**config.mk**
```make
export PLATFORM = sky130hd
export DESIGN_NAME = mux_skener
export DESIGN_NICKNAME = d
export VERILOG_FILES = /design/src/rtl/mux_skener_pkg.sv /design/src/rtl/mux_skener_izl.sv /design/src/rtl/mux_skener.sv
export SDC_FILE = /design/constraint.sdc
export NUM_CORES = 1
export LEC_CHECK = 0
export ABC_AREA = 1
export BUFFER_PORTS_ARGS = -buffer_cell sky130_fd_sc_hd__clkbuf_2
export CAP_MARGIN = 20
export CORE_MARGIN = 10
export CORE_UTILIZATION = 48
export DETAILED_ROUTE_END_ITERATION = 8
export PLACE_DENSITY_LB_ADDON = 0.1
export SKIP_CTS_REPAIR_TIMING = 1
export SLEW_MARGIN = 20
export SYNTH_ARGS = -nofsm -noshare
export SYNTH_HDL_FRONTEND = slang
export SYNTH_SLANG_ARGS = --single-unit
```
**constraint.sdc**
```tcl
create_clock -name clk -period 1.8 [get_ports clk]
set_input_delay 0.36 -clock clk [delete_from_list [all_inputs] [get_ports clk]]
set_output_delay 0.36 -clock clk [all_outputs]
set_load 0.005 [all_outputs]
```
**src/rtl/mux_skener_pkg.sv**
```systemverilog
// Shared definitions for mux_skener: FSM state encoding, counter width and the
// flat-bus channel extractor used by the top level.
package mux_skener_pkg;

  typedef enum logic [1:0] {
    ADR,
    SCAN_WAIT,
    SCAN_CAP
  } state_e;

  localparam int OVR_W   = 8;
  localparam int MAX_BUS = 1024;
  localparam int MAX_W   = 64;

  // Out-of-range channels read as zero so addressed mode can name channels >= N.
  function automatic logic [MAX_W-1:0] chan_extract(input logic [MAX_BUS-1:0] bus,
                                                    input int w,
                                                    input int n,
                                                    input int k);
    logic [MAX_W-1:0] mask;
    if (k >= n) return '0;
    mask = (w >= MAX_W) ? '1 : ((MAX_W'(1) << w) - MAX_W'(1));
    return MAX_W'(bus >> (k * w)) & mask;
  endfunction

endpackage

```
**src/rtl/mux_skener_izl.sv**
```systemverilog
// One-deep valid/ready output register: a load overwrites the held sample,
// otherwise an accepted sample is retired.
module mux_skener_izl #(
  parameter int W  = 8,
  parameter int AW = 2
) (
  input  logic          clk_i,
  input  logic          rst_i,
  input  logic          load_i,
  input  logic [W-1:0]  data_i,
  input  logic [AW-1:0] addr_i,
  input  logic          rdy_i,
  output logic [W-1:0]  data_o,
  output logic [AW-1:0] addr_o,
  output logic          vld_o
);

  logic [W-1:0]  data_q, data_d;
  logic [AW-1:0] addr_q, addr_d;
  logic          vld_q, vld_d;

  always_comb begin
    data_d = data_q;
    addr_d = addr_q;
    vld_d  = vld_q;
    if (load_i) begin
      data_d = data_i;
      addr_d = addr_i;
      vld_d  = 1'b1;
    end else if (vld_q && rdy_i) begin
      vld_d = 1'b0;
    end
  end

  always_ff @(posedge clk_i) begin
    if (rst_i) begin
      data_q <= '0;
      addr_q <= '0;
      vld_q  <= 1'b0;
    end else begin
      data_q <= data_d;
      addr_q <= addr_d;
      vld_q  <= vld_d;
    end
  end

  assign data_o = data_q;
  assign addr_o = addr_q;
  assign vld_o  = vld_q;

endmodule

```
**src/rtl/mux_skener.sv**
```systemverilog
// Registered N-channel multiplexer with addressed and scan capture modes.
// Define MUX_SKENER_OVR_EN to add the dropped-strobe counter (ovr_izl, clr_ul).
module mux_skener
  import mux_skener_pkg::*;
#(
  parameter int W     = 8,
  parameter int N     = 4,
  parameter int AW    = $clog2(N),
  parameter int DWELL = 4
) (
  input  logic            clk,
  input  logic            rst,
  input  logic [N*W-1:0]  inf_ul,
  input  logic [AW-1:0]   adr_ul,
  input  logic            mod_ul,
  input  logic            str_ul,
  input  logic            rdy_ul,
  output logic [W-1:0]    inf_izl,
  output logic [AW-1:0]   adr_izl,
  output logic            vld_izl
`ifdef MUX_SKENER_OVR_EN
  ,
  input  logic            clr_ul,
  output logic [OVR_W-1:0] ovr_izl
`endif
);

  localparam int DW = (DWELL > 1) ? $clog2(DWELL) : 1;

  state_e        state_q, state_d;
  logic [AW-1:0] chan_q, chan_d;
  logic [DW-1:0] dwell_q, dwell_d;
  logic          canLoad;
  logic          loadEn;
  logic [AW-1:0] loadAddr;
  logic [W-1:0]  loadData;

  assign canLoad  = !vld_izl || rdy_ul;
  assign loadData = W'(chan_extract(MAX_BUS'(inf_ul), W, N, int'(loadAddr)));

  always_comb begin
    state_d  = state_q;
    chan_d   = chan_q;
    dwell_d  = dwell_q;
    loadEn   = 1'b0;
    loadAddr = adr_ul;
    case (state_q)
      ADR: begin
        if (mod_ul) begin
          state_d = SCAN_WAIT;
          chan_d  = '0;
          dwell_d = '0;
        end else if (str_ul && canLoad) begin
          loadEn = 1'b1;
        end
      end
      SCAN_WAIT: begin
        if (!mod_ul) begin
          state_d = ADR;
          chan_d  = '0;
          dwell_d = '0;
        end else if (dwell_q == DW'(DWELL - 1)) begin
          state_d = SCAN_CAP;
          dwell_d = '0;
        end else begin
          dwell_d = dwell_q + DW'(1);
        end
      end
      SCAN_CAP: begin
        // A stalled consumer holds the scan here rather than skipping a channel.
        if (!mod_ul) begin
          state_d = ADR;
          chan_d  = '0;
          dwell_d = '0;
        end else if (canLoad) begin
          loadEn   = 1'b1;
          loadAddr = chan_q;
          chan_d   = (chan_q == AW'(N - 1)) ? '0 : chan_q + AW'(1);
          state_d  = SCAN_WAIT;
        end
      end
      default: state_d = ADR;
    endcase
  end

  always_ff @(posedge clk) begin
    if (rst) begin
      state_q <= ADR;
      chan_q  <= '0;
      dwell_q <= '0;
    end else begin
      state_q <= state_d;
      chan_q  <= chan_d;
      dwell_q <= dwell_d;
    end
  end

  mux_skener_izl #(
    .W  (W),
    .AW (AW)
  ) u_izl (
    .clk_i  (clk),
    .rst_i  (rst),
    .load_i (loadEn),
    .data_i (loadData),
    .addr_i (loadAddr),
    .rdy_i  (rdy_ul),
    .data_o (inf_izl),
    .addr_o (adr_izl),
    .vld_o  (vld_izl)
  );

`ifdef MUX_SKENER_OVR_EN
  logic [OVR_W-1:0] ovr_q, ovr_d;
  logic             dropEv;

  assign dropEv = (state_q == ADR) && !mod_ul && str_ul && !canLoad;

  // Clear wins over a coincident drop; the count saturates at all-ones.
  always_comb begin
    ovr_d = ovr_q;
    if (clr_ul) begin
      ovr_d = '0;
    end else if (dropEv && (ovr_q != '1)) begin
      ovr_d = ovr_q + OVR_W'(1);
    end
  end

  always_ff @(posedge clk) begin
    if (rst) begin
      ovr_q <= '0;
    end else begin
      ovr_q <= ovr_d;
    end
  end

  assign ovr_izl = ovr_q;
`endif

endmodule

```
==> impl_metrics.env <==
export IMPL_grt_pass1_wl_um=5900
export IMPL_route_detailed_drc=0
export IMPL_clk_latency_ps=300
export IMPL_fin_crit_sh_pct=89.8
export IMPL_max_stage_delay_ps=440
export IMPL_io_buffer_count=49
export IMPL_power_frac_comb_pct=27.4
export IMPL_pwr_share_seq_pct=48.9
export IMPL_synth_top_area_share_pct=27.5
export IMPL_grt_util_all_layers_pct=13.6
export IMPL_areaGrowthSynthToFinish_pct=22.4
export IMPL_finalSetupTns_ps=0
export IMPL_reg2reg_to="u_izl.data_o[7]"
export IMPL_slew_limit_headroom_pct=75.7
export IMPL_vdd_ir_drop_max_mv=0.536
export IMPL_r2r_slack_ps=180
export IMPL_avgSynthCellArea_sq_um=6.69
export IMPL_rsz0062_at_grt="no"
export IMPL_period_needed_ps=1620
export IMPL_synth_edf_count=0
export IMPL_hpwl_um=2780
export IMPL_core_area_sq_um=2480
export IMPL_die_w_um=70.8
export IMPL_criticalPathCategory="reg -> reg"
export IMPL_yosys_top_cells_area="dfxtp_1 28%, nand3_1 13%, inv_1 11%"
export IMPL_detail_route_wl_per_cell_um=12.7
export IMPL_yosys_warnings=0
export IMPL_dieHeight_um=70.8
export IMPL_rr_worst_depth=9
export IMPL_clk_pin_slew_ps=110
export IMPL_cts_made_buffers=3
export IMPL_cp_num_buf_inv=1
export IMPL_cpMaxStageDelayCell="dfxtp_1"
export IMPL_required_ps=1990
export IMPL_firstDrtPassIters=4
export IMPL_leakage_nw=0.847
export IMPL_power_density_nw_per_um2=567
export IMPL_initial_core_util_pct=49.9
export IMPL_diodes=0
export IMPL_cp_arrival_ps=1810
export IMPL_antenna_found_initial=0
export IMPL_globalplace_congestion=0.885
export IMPL_cts_buffer_depth=2
export IMPL_critPathTopFamily="simple AND/OR/NAND/NOR gates"
export IMPL_row_count=18
export IMPL_routed_wl_um=3340
export IMPL_r2r_start="state_q[1]"
export IMPL_ys_seq_elements=17
export IMPL_nFillCells=254
export IMPL_hold_path_end="u_izl.vld_o"
export IMPL_critPathLaunchType="flip-flop"
export IMPL_final_cell_mix="49 x clkbuf_2, 36 x inv_1, 33 x nand3_1"
export IMPL_htreeDepth=1
export IMPL_p_switching_mw=0.270
export IMPL_p_int_mw=0.589
export IMPL_post_drt_via_cell_ratio=4.96
export IMPL_synthCells=185
export IMPL_drive_gt1_share_pct=32.2
export IMPL_synth_main_ff_cell="dfxtp_1"
export IMPL_end_kind="flip-flop"
export IMPL_p_clk_share_pct=23.8
export IMPL_finClkSkew_ps=15.7
export IMPL_dieArea_sq_um=5010
export IMPL_final_common_cell="clkbuf_2"
export IMPL_cp_cell_sequence="nand2_2, nor2_8, nand3_4, nand2_8, nand2_1, nand3_1, nand3_1, nand2_1, inv_1"
export IMPL_outcome="completed"
export IMPL_hold_path_class="in -> reg"
export IMPL_num_io_pins=50
export IMPL_yosysSeqAreaShare_pct=27.5
export IMPL_final_net_count=275
export IMPL_tritoncts="built"
export IMPL_initialDrtViolationCount=39
export IMPL_clock_sinks=17
export IMPL_setup_viol=0
export IMPL_holdPathStages=3
export IMPL_min_from="str_ul"
export IMPL_timing_hold_violations_final=0
export IMPL_grt_max_degree=21
export IMPL_num_vias=1304
export IMPL_maxCapViolCount=0
export IMPL_fmax_mhz=619
export IMPL_worst_pin_slew_ps=362
export IMPL_slew_viol_final=0
export IMPL_yosys_cell_types_count=27
export IMPL_grt_pass1_vias=1411
export IMPL_p_sw_share_pct=31.4
export IMPL_syn_num_nets=226
export IMPL_ys_async_sr_fraction_pct=0
export IMPL_netlist_area_sq_um=1240
export IMPL_cts_root_buf="clkbuf_4"
export IMPL_crit_fanout=17
export IMPL_p_total_mw=0.859
export IMPL_grt_overflow=0
export IMPL_postRouteAntennaNets=0
export IMPL_yosys_area_top_type="dfxtp_1"
-- sequential cells by signal, summed over array words and instances, names as in the netlist --
| register | cells |
|---|---|
| u_izl.data_o | 8 |
| chan_q | 2 |
| dwell_q | 2 |
| state_q | 2 |
| u_izl.addr_o | 2 |
| u_izl.vld_o | 1 |
-- tightest hold or removal path, cell delays in order --
cell and delay [ps]:
clkbuf_2 80, nand4_1 100, a31oi_1 80
-- how the worst max path moves through the flow --
| stage | startpoint | to | slack, ps | depth (start not counted) |
|---|---|---|---|---|
| after CTS | state_q[1] | u_izl.data_o[7] | 190 | 9 |
| after detailed placement | mod_ul | u_izl.data_o[7] | 140 | 10 |
| final | state_q[1] | u_izl.data_o[7] | 180 | 9 |
| after global routing | state_q[1] | u_izl.data_o[5] | 20 | 9 |
| after global placement | rdy_ul | u_izl.data_o[7] | 180 | 11 |
| after floorplan | state_q[1] | u_izl.data_o[4] | 450 | 10 |
-- power groups by stage --
| stage | Sequential, mW | Combinational [mW] | Clock [mW] |
|---|---|---|---|
| floorplan | 0.428 | 0.147 | 0 |
| global placement | 0.428 | 0.233 | 0 |
| detailed placement | 0.429 | 0.236 | 0 |
| CTS | 0.420 | 0.238 | 0.213 |
| global route | 0.424 | 0.269 | 0.234 |
| finish | 0.420 | 0.235 | 0.204 |
-- logic make-up after synthesis --
group / synth area share (%)
AOI/OAI and AO/OA: 7.69
buffers and inverters: 15.5
DFF: 27.5
adders and majority gates: 2.02
and+or+nand+nor: 47.3
-- per-stage QoR --
| stage | hold slack, ps | instance area [sq um] | setup WS [ps] | cells | utilization, % |
|---|---|---|---|---|---|
| after global placement | 456 | 1490 | 178 | 259 | 60.1 |
| final | 367 | 1520 | 183 | 263 | 61.2 |
| after floorplan | 443 | 1240 | 447 | 185 | - |
| after CTS | 355 | 1520 | 185 | 263 | 61.2 |
| after detailed placement | 474 | 1490 | 140 | 259 | 60.1 |
| after global routing | 350 | 1520 | 19.3 | 263 | 61.2 |
-- synthesized netlist by cell type (2+ instances only) --
master and instances:
o21ai_0 5, ha_1 2, a21oi_1 8, nand3_1 33, dfxtp_1 17, inv_1 36
nand2_1 24, nand3b_1 7, nor3_1 2, buf_2 2, nand2_2 12, nand2_8 2
nand4_1 2, nor2_1 19, nand3_2 2
-- per-layer routing --
metal | track usage, % | routed length [um] | vias up
met5 | 0 | 0 | -
met4 | 4.09 | 63 | 0
met3 | 6.83 | 330 | 6
met2 | 25.0 | 1690 | 41
met1 | 12.7 | 1250 | 575
li1 | - | - | 682
-- layout make-up --
cell class	count	area (sq um)	area share, %
timing repair buffer	50	265	17.5
clock buffer	3	22.5	1.49
tap	30	37.5	2.48
multi-input combinational	125	706	46.6
clock inverter	1	5.00	0.330
sequential	17	340	22.5
inverter	37	139	9.17
Power figures use the tool's default switching activity.
